--- config.mk ---
export PLATFORM = sky130hd
export DESIGN_NAME = scoreboard_mp
export DESIGN_NICKNAME = d
export VERILOG_FILES = /design/src/rtl/scoreboard_mp.sv
export SDC_FILE = /design/constraint.sdc
export NUM_CORES = 1
export LEC_CHECK = 0
export CORE_ASPECT_RATIO = 0.5
export CORE_UTILIZATION = 35
export DETAILED_ROUTE_END_ITERATION = 7
export GPL_ROUTABILITY_DRIVEN = 1
export PLACE_DENSITY = 0.55
export SYNTH_ARGS = -nofsm -noshare
export SYNTH_HDL_FRONTEND = slang
export SYNTH_HIERARCHICAL = 1
export SYNTH_SLANG_ARGS = --single-unit
export TNS_END_PERCENT = 100
--- constraint.sdc ---
create_clock -name clock -period 6 [get_ports clock]
set_input_delay 1.5 -clock clock [delete_from_list [all_inputs] [get_ports clock]]
set_output_delay 1.5 -clock clock [all_outputs]
set_load 0.01 [all_outputs]
--- src/rtl/scoreboard_mp.sv ---
// Multi-port register scoreboard: per-register in-flight write counters gating ID issue
// on RAW / WAW / saturation hazards, with NWB writeback ports, same-cycle WB bypass and flush.

module sb_reg_cnt #(
  parameter int CNT_W = 3,
  parameter int DW    = 2
) (
  input  logic             clock,
  input  logic             reset,
  input  logic             flush,
  input  logic             inc,
  input  logic [DW-1:0]    dec,
  output logic [CNT_W-1:0] cnt,
  output logic             uflow
);
  localparam int SW = CNT_W + DW + 1;

  logic [CNT_W-1:0] cnt_q, cnt_d;
  logic [SW-1:0]    sum;

  // Signed-width arithmetic so an over-decrement shows up in the top bit.
  always_comb begin
    sum   = {{(DW+1){1'b0}}, cnt_q} + {{(SW-1){1'b0}}, inc} - {{(CNT_W+1){1'b0}}, dec};
    uflow = 1'b0;
    cnt_d = cnt_q;
    if (flush) begin
      cnt_d = '0;
    end else if (sum[SW-1]) begin
      cnt_d = '0;
      uflow = 1'b1;
    end else begin
      cnt_d = sum[CNT_W-1:0];
    end
  end

  always_ff @(posedge clock or negedge reset) begin
    if (!reset) cnt_q <= '0;
    else        cnt_q <= cnt_d;
  end

  assign cnt = cnt_q;
endmodule

module scoreboard_mp #(
  parameter  int NREG      = 32,
  parameter  int CNT_W     = 3,
  parameter  int NWB       = 2,
  parameter  int NSRC      = 2,
  parameter  int ZERO_REG  = 1,
  parameter  int WAW_STALL = 0,
  parameter  int BYPASS_WB = 1,
  localparam int AW        = $clog2(NREG)
) (
  input  logic              clock,
  input  logic              reset,
  input  logic              id_valid,
  input  logic              ex_ready,
  input  logic [NSRC*AW-1:0] rs_idx,
  input  logic [NSRC-1:0]   rs_en,
  input  logic [AW-1:0]     rd,
  input  logic              rf_wen,
  input  logic [NWB*AW-1:0] wb_rd,
  input  logic [NWB-1:0]    wb_rf_wen,
  input  logic              flush,
  output logic              id_stall,
  output logic              issue_fire,
  output logic              ex_flush,
  output logic [NREG-1:0]   pending,
  output logic              err
);
  localparam int DW = $clog2(NWB + 1);

  logic [NREG-1:0] inc, uflow, raw_hit, waw_hit, sat_hit;
  logic            hazard;
  logic            err_q, err_d;

  // One counter slice per register; index compares against the slice's own
  // constant, so out-of-range indices simply never match any slice.
  for (genvar gi = 0; gi < NREG; gi++) begin : g_reg
    localparam logic [AW-1:0] IDX = AW'(gi);
    localparam bit            TRK = !(ZERO_REG != 0 && gi == 0);

    logic [CNT_W-1:0] cnt_l;
    logic [DW-1:0]    dec_l;
    logic             src_hit, live, rd_hit;

    always_comb begin
      dec_l = '0;
      for (int j = 0; j < NWB; j++)
        if (TRK && wb_rf_wen[j] && wb_rd[j*AW +: AW] == IDX) dec_l = dec_l + DW'(1);
    end

    always_comb begin
      src_hit = 1'b0;
      for (int k = 0; k < NSRC; k++)
        if (rs_en[k] && rs_idx[k*AW +: AW] == IDX) src_hit = 1'b1;
    end

    // With bypass, a source is clear when this cycle's writebacks retire every pending write.
    if (BYPASS_WB != 0) begin : g_byp
      assign live = ({{DW{1'b0}}, cnt_l} != {{CNT_W{1'b0}}, dec_l});
    end else begin : g_nobyp
      assign live = (cnt_l != '0);
    end

    assign rd_hit     = TRK && rf_wen && rd == IDX;
    assign raw_hit[gi] = TRK && src_hit && live;
    assign waw_hit[gi] = (WAW_STALL != 0) && rd_hit && cnt_l != '0;
    assign sat_hit[gi] = rd_hit && cnt_l == {CNT_W{1'b1}};
    assign inc[gi]     = issue_fire && rd_hit;
    assign pending[gi] = cnt_l != '0;

    sb_reg_cnt #(.CNT_W(CNT_W), .DW(DW)) u_cnt (
      .clock (clock),
      .reset (reset),
      .flush (flush),
      .inc   (inc[gi]),
      .dec   (dec_l),
      .cnt   (cnt_l),
      .uflow (uflow[gi])
    );
  end

  assign hazard     = |raw_hit || |waw_hit || |sat_hit;
  assign id_stall   = id_valid && hazard;
  assign issue_fire = id_valid && ex_ready && !hazard;
  assign ex_flush   = id_valid && ex_ready && hazard;

  always_comb begin
    err_d = err_q || |uflow;
  end

  always_ff @(posedge clock or negedge reset) begin
    if (!reset) err_q <= 1'b0;
    else        err_q <= err_d;
  end

  assign err = err_q;
endmodule

==> qor_table.md <==
| Stage | Parameter | Reported |
|---|---|---|
| layout | Area growth, synth to finish | 38.0% |
| timing | Worst slack on hold paths | 0.749 ns |
| critical path | CP required | 4.50 ns |
| critical path | Startpoint class of the critical path | primary input |
| critical path | Worst Path Arrival | 4.54 ns |
| job | Maxcap violations | 0 |
| critical path | Crit path from | wb_rd[8] |
| timing | Transition time at the pin with the least slew margin | 0.883 ns |
| die | Area enclosed by the die boundary | 0.0303 sq mm |
| clock tree | Clock slew seen by the registers of the worst setup and hold paths | 0.07 ns |
| critical path | Crit path max-delay family | simple AND/OR/NAND/NOR gates |
| yosys | Post-synthesis cell type count | 53 |
| critical path | Critical path, cell by cell | buf_2 > buf_4 > nor2_2 > nand3_2 > nor3_2 > ha_1 > xor2_1 > o32ai_2 > o2111ai_2 > nor4_4 > nand4b_4 > buf_12 > buf_4 > and2_1 > dlygate4sd2_1 |
| yosys | Share of the yosys chip area belonging to registers | 0.235 |
| timing | Hold violation count in the final report | 0 |
| clock tree | CTS max path bufs | 2 |
| timing | Slew Viols, Final | 0 |
| detailed routing | Wire length after detailed routing | 36,200 um |
| yosys | Mean Syn Cell Area | 8.66 sq um |
| yosys | Main synth FF type | sky130_fd_sc_hd__dfrtp_1 |
| placement | Placed Instances | 1,864 |
| timing | Worst relative slew slack | 0.411 |
| clock tree | Root Driver | sky130_fd_sc_hd__clkbuf_16 |
| layout | Final std cells w/o fill | 1,894 |
| detailed routing | Average wire per standard cell | 19.1 um |
| timing | RSZ-0062 raised after global routing | true |
| critical path | Critical Path Fanout Max | 4 |
| critical path | Startpoint of the most critical register-to-register path | g_reg[9].u_cnt/cnt[1] |
| timing | Post-route setup slack | -0.0422 ns |
| global routing | Antenna violations before repair | 0 |
| timing | Clock tree skew after final layout | 0.0130 ns |
| power | Power per standard cell area | 128 mW/mm^2 |
| yosys | Synth Instances | 1,194 |
| timing | Final clock period utilization by the worst path | 1.01 |
| clock tree | TritonCTS clock tree | done |
| critical path | Delay of the slowest critical-path stage | 0.33 ns |
| min path | Hold path startpoint | g_reg[0].u_cnt/cnt[2] |
| die | Boundary Pins | 71 |
| yosys | FF+latch count, synth | 97 |
| clock tree | Clock buffer count from CTS | 9 |
| power | Peak supply drop | 153 uV |
| clock tree | Number of H-tree levels | 3 |
| layout | Post-route core utilization | 0.492 |
| global routing | Largest net degree at the start of global routing | 60 |
| global routing | Global-route wire length before repair | 55,100 um |
| min path | HP Class | register to register |
| yosys | Count of warnings emitted by yosys | 6 |
| clock tree | Sinks on the clock net | 97 |
| outcome | Violations in the final reports | setup timing |
| detailed routing | First-pass DRT Iterations | 5 |
| critical path | Type of the setup path with the least slack | primary input to output port |
| critical path | Reg-to-Reg End | err |
| global routing | All-layer global routing usage | 0.245 |
| global routing | Via count of the first global-routing pass | 9,609 |
| detailed routing | Initial drt markers | 760 |
| yosys | Synth async-reset ratio | 1.00 |
| critical path | Worst path slowest cell | sky130_fd_sc_hd__nor4_4 |
| detailed routing | Via-to-Cell Ratio | 5.25 |
| detailed routing | Number of nets with antenna violations after detailed routing | 0 |
| detailed routing | Detailed-route DRC error count | 0 |
| layout | Count of fill cells added during filler insertion | 2,761 |
| die | Site Rows | 44 |
| die | Die boundary width | 245 um |
| yosys | Mapped cell area | 0.0103 sq mm |
| critical path | Critical Path End Type | output port |
| die | Die outline height | 124 um |
| min path | Worst Hold Endpoint | g_reg[0].u_cnt/cnt[1] |
| timing | Shortest clock period the worst path allows after layout | 6.04 ns |
| critical path | Worst R2R Setup Slack | 1.58 ns |
| detailed routing | Vias | 9,947 |
| timing | Setup-violating endpoint count in the final report | 1 |
| die | Area of the core | 0.0290 sq mm |
| placement | Pre-CTS WS | -1.47 ns |
| global routing | Residual overflow from global routing | 0 |
| outcome | Run status | finished with violations |
| die | Starting Density | 0.356 |
| critical path | Worst path bufs/invs | 5 |
| placement | Final GP Congestion | 1.04 |
| critical path | Most frequent cell on the critical path | sky130_fd_sc_hd__buf_4 |
| critical path | Worst r2r path cells | 19 |
| min path | Number of cells traversed by the worst hold path | 3 |
| clock tree | Worst-skew pair later-pin latency | 0.39 ns |
| yosys | Number of enable-type register cells in the synthesized netlist | 0 |
| placement | # port buffers | 70 |
| placement | Post-detail-place hpwl | 29,600 um |
| timing | Fmax | 166 MHz |
| layout | Share of cells above drive strength 1 | 0.277 |
| layout | Final layout net count | 1,724 |
| power | Leakage dissipation | 7.09 nW |
-- synth_stat cells (2+ instances only) --
cell type | count | area (sq um)
sky130_fd_sc_hd__fa_1 | 32 | 641
sky130_fd_sc_hd__a21oi_2 | 32 | 280
sky130_fd_sc_hd__o22ai_1 | 21 | 131
sky130_fd_sc_hd__ha_1 | 159 | 1990
sky130_fd_sc_hd__and3b_1 | 32 | 280
sky130_fd_sc_hd__or4bb_1 | 2 | 22.5
sky130_fd_sc_hd__o21ai_0 | 6 | 30.0
sky130_fd_sc_hd__nor3b_1 | 3 | 22.5
sky130_fd_sc_hd__clkbuf_1 | 8 | 30.0
sky130_fd_sc_hd__o31ai_1 | 23 | 173
sky130_fd_sc_hd__buf_4 | 2 | 15.0
sky130_fd_sc_hd__nand4_1 | 22 | 138
sky130_fd_sc_hd__o2bb2ai_1 | 2 | 17.5
sky130_fd_sc_hd__nand2_1 | 52 | 195
sky130_fd_sc_hd__dfrtp_1 | 97 | 2430
sky130_fd_sc_hd__xor2_1 | 62 | 543
sky130_fd_sc_hd__a22oi_1 | 5 | 37.5
sky130_fd_sc_hd__nor4_1 | 22 | 138
sky130_fd_sc_hd__o32ai_1 | 7 | 61.3
sky130_fd_sc_hd__inv_1 | 225 | 845
sky130_fd_sc_hd__nand4b_1 | 15 | 131
sky130_fd_sc_hd__nor4_2 | 8 | 100
sky130_fd_sc_hd__or3_1 | 33 | 206
sky130_fd_sc_hd__o2111ai_1 | 5 | 43.8
sky130_fd_sc_hd__nand2b_1 | 47 | 294
sky130_fd_sc_hd__buf_1 | 2 | 7.51
sky130_fd_sc_hd__nor2_1 | 101 | 379
sky130_fd_sc_hd__buf_2 | 9 | 45.0
sky130_fd_sc_hd__or4b_2 | 3 | 30.0
sky130_fd_sc_hd__a21oi_1 | 3 | 15.0
sky130_fd_sc_hd__a211oi_1 | 33 | 248
sky130_fd_sc_hd__or3b_1 | 32 | 280
sky130_fd_sc_hd__nor2b_1 | 15 | 93.8
sky130_fd_sc_hd__a32oi_1 | 2 | 17.5
sky130_fd_sc_hd__and2_1 | 2 | 12.5
sky130_fd_sc_hd__nor3_1 | 29 | 145
sky130_fd_sc_hd__and4bb_1 | 2 | 25.0
sky130_fd_sc_hd__nand3_1 | 24 | 120
-- placed cells by master, fill, tap and decap left out, types with 11 or more instances in the layout --
| cell type | synthesis | routed |
|---|---|---|
| sky130_fd_sc_hd__buf_4 | 2 | 232 |
| sky130_fd_sc_hd__inv_1 | 225 | 225 |
| sky130_fd_sc_hd__ha_1 | 159 | 151 |
| sky130_fd_sc_hd__dfrtp_1 | 97 | 97 |
| sky130_fd_sc_hd__nor2_1 | 101 | 76 |
| sky130_fd_sc_hd__xor2_1 | 62 | 62 |
| sky130_fd_sc_hd__clkdlybuf4s50_1 | 0 | 53 |
| sky130_fd_sc_hd__nand2_1 | 52 | 46 |
| sky130_fd_sc_hd__nand2b_1 | 47 | 44 |
| sky130_fd_sc_hd__a211oi_1 | 33 | 33 |
| sky130_fd_sc_hd__or3_1 | 33 | 33 |
| sky130_fd_sc_hd__and3b_1 | 32 | 32 |
| sky130_fd_sc_hd__or3b_1 | 32 | 32 |
| sky130_fd_sc_hd__a21oi_2 | 32 | 32 |
| sky130_fd_sc_hd__fa_1 | 32 | 31 |
| sky130_fd_sc_hd__nand4_1 | 22 | 22 |
| sky130_fd_sc_hd__o22ai_1 | 21 | 20 |
| sky130_fd_sc_hd__nand3_1 | 24 | 18 |
| sky130_fd_sc_hd__nor3_1 | 29 | 17 |
| sky130_fd_sc_hd__nand4b_1 | 15 | 15 |
| sky130_fd_sc_hd__nor4_2 | 8 | 15 |
| sky130_fd_sc_hd__o31ai_1 | 23 | 14 |
| sky130_fd_sc_hd__nor2_2 | 0 | 13 |
| sky130_fd_sc_hd__nor2_4 | 0 | 12 |
| sky130_fd_sc_hd__nor2b_1 | 15 | 11 |
-- kinds of logic after synthesis --
family | Yosys count | synth area share
simple gates | 454 | 0.262
buf+inv | 246 | 0.0911
fa+ha+maj | 191 | 0.254
compound gates | 143 | 0.105
flops | 97 | 0.235
xor+xnor | 62 | 0.0525
other cells | 1 | 0.000363
-- power breakdown --
group | internal (mW) | switching [mW]
sequential | 0.676 | 0.0270
combinational | 0.257 | 0.295
clock | 0.289 | 0.282
total | 1.22 | 0.604
-- worst max-delay path by stage --
stage | end | slack, ns | depth (start not counted)
after floorplan | err | 0.56 | 20
after global placement | err | -1.43 | 23
after detailed placement | err | -1.47 | 23
after CTS | id_stall | 0.003 | 14
after global routing | id_stall | -0.13 | 16
final | id_stall | -0.04 | 15
-- stage by stage --
stage               area (sq um)  total power [mW]  setup TNS, ns
detailed placement         13200              1.21         -45.17
global route               14300              1.92         -0.268
global placement           13200              1.20         -40.81
CTS                        13900              1.82              0
floorplan                  10300             0.939              0
finish                     14300              1.83        -0.0422
-- cell type report --
type / count / area [sq um] / area share
inverters: 225 / 845 / 0.0592
well taps: 391 / 489 / 0.0343
multi-input cells: 853 / 7680 / 0.539
clock inverters: 3 / 17.5 / 0.00123
flip-flops and latches: 97 / 2430 / 0.170
diodes: 1 / 2.50 / 0.000175
clock buffers: 12 / 246 / 0.0173
repair buffers: 312 / 2550 / 0.179
-- worst reg2reg max path: cells and delay by family (launching register included) --
family	cells	cell delay, ns
and+or+nand+nor	11	2.13
adders and majority gates	2	0.58
AOI/OAI and AO/OA	2	0.58
buffers and inverters	4	0.57
DFF	1	0.44
-- flip-flops by register name, summed over array words and instances, names as in the netlist --
name	count
g.u_cnt/cnt	96
err	1
-- repair_timing --
action	4_1_cts	5_1_grt
hold buffers	0	0
cloned	1	0
resized for setup	98	93
buffers inserted	7	6
setup endpoints to repair	56	4
pin swaps	23	20
-- routing by layer --
layer,global-route usage,part of all wire,vias to the layer above
li1,-,-,4728
met1,0.345,0.48,4923
met2,0.392,0.45,259
met3,0.0445,0.055,37
met4,0.0520,0.013,0
met5,0,0,-
(Power assumes the default switching activity.)
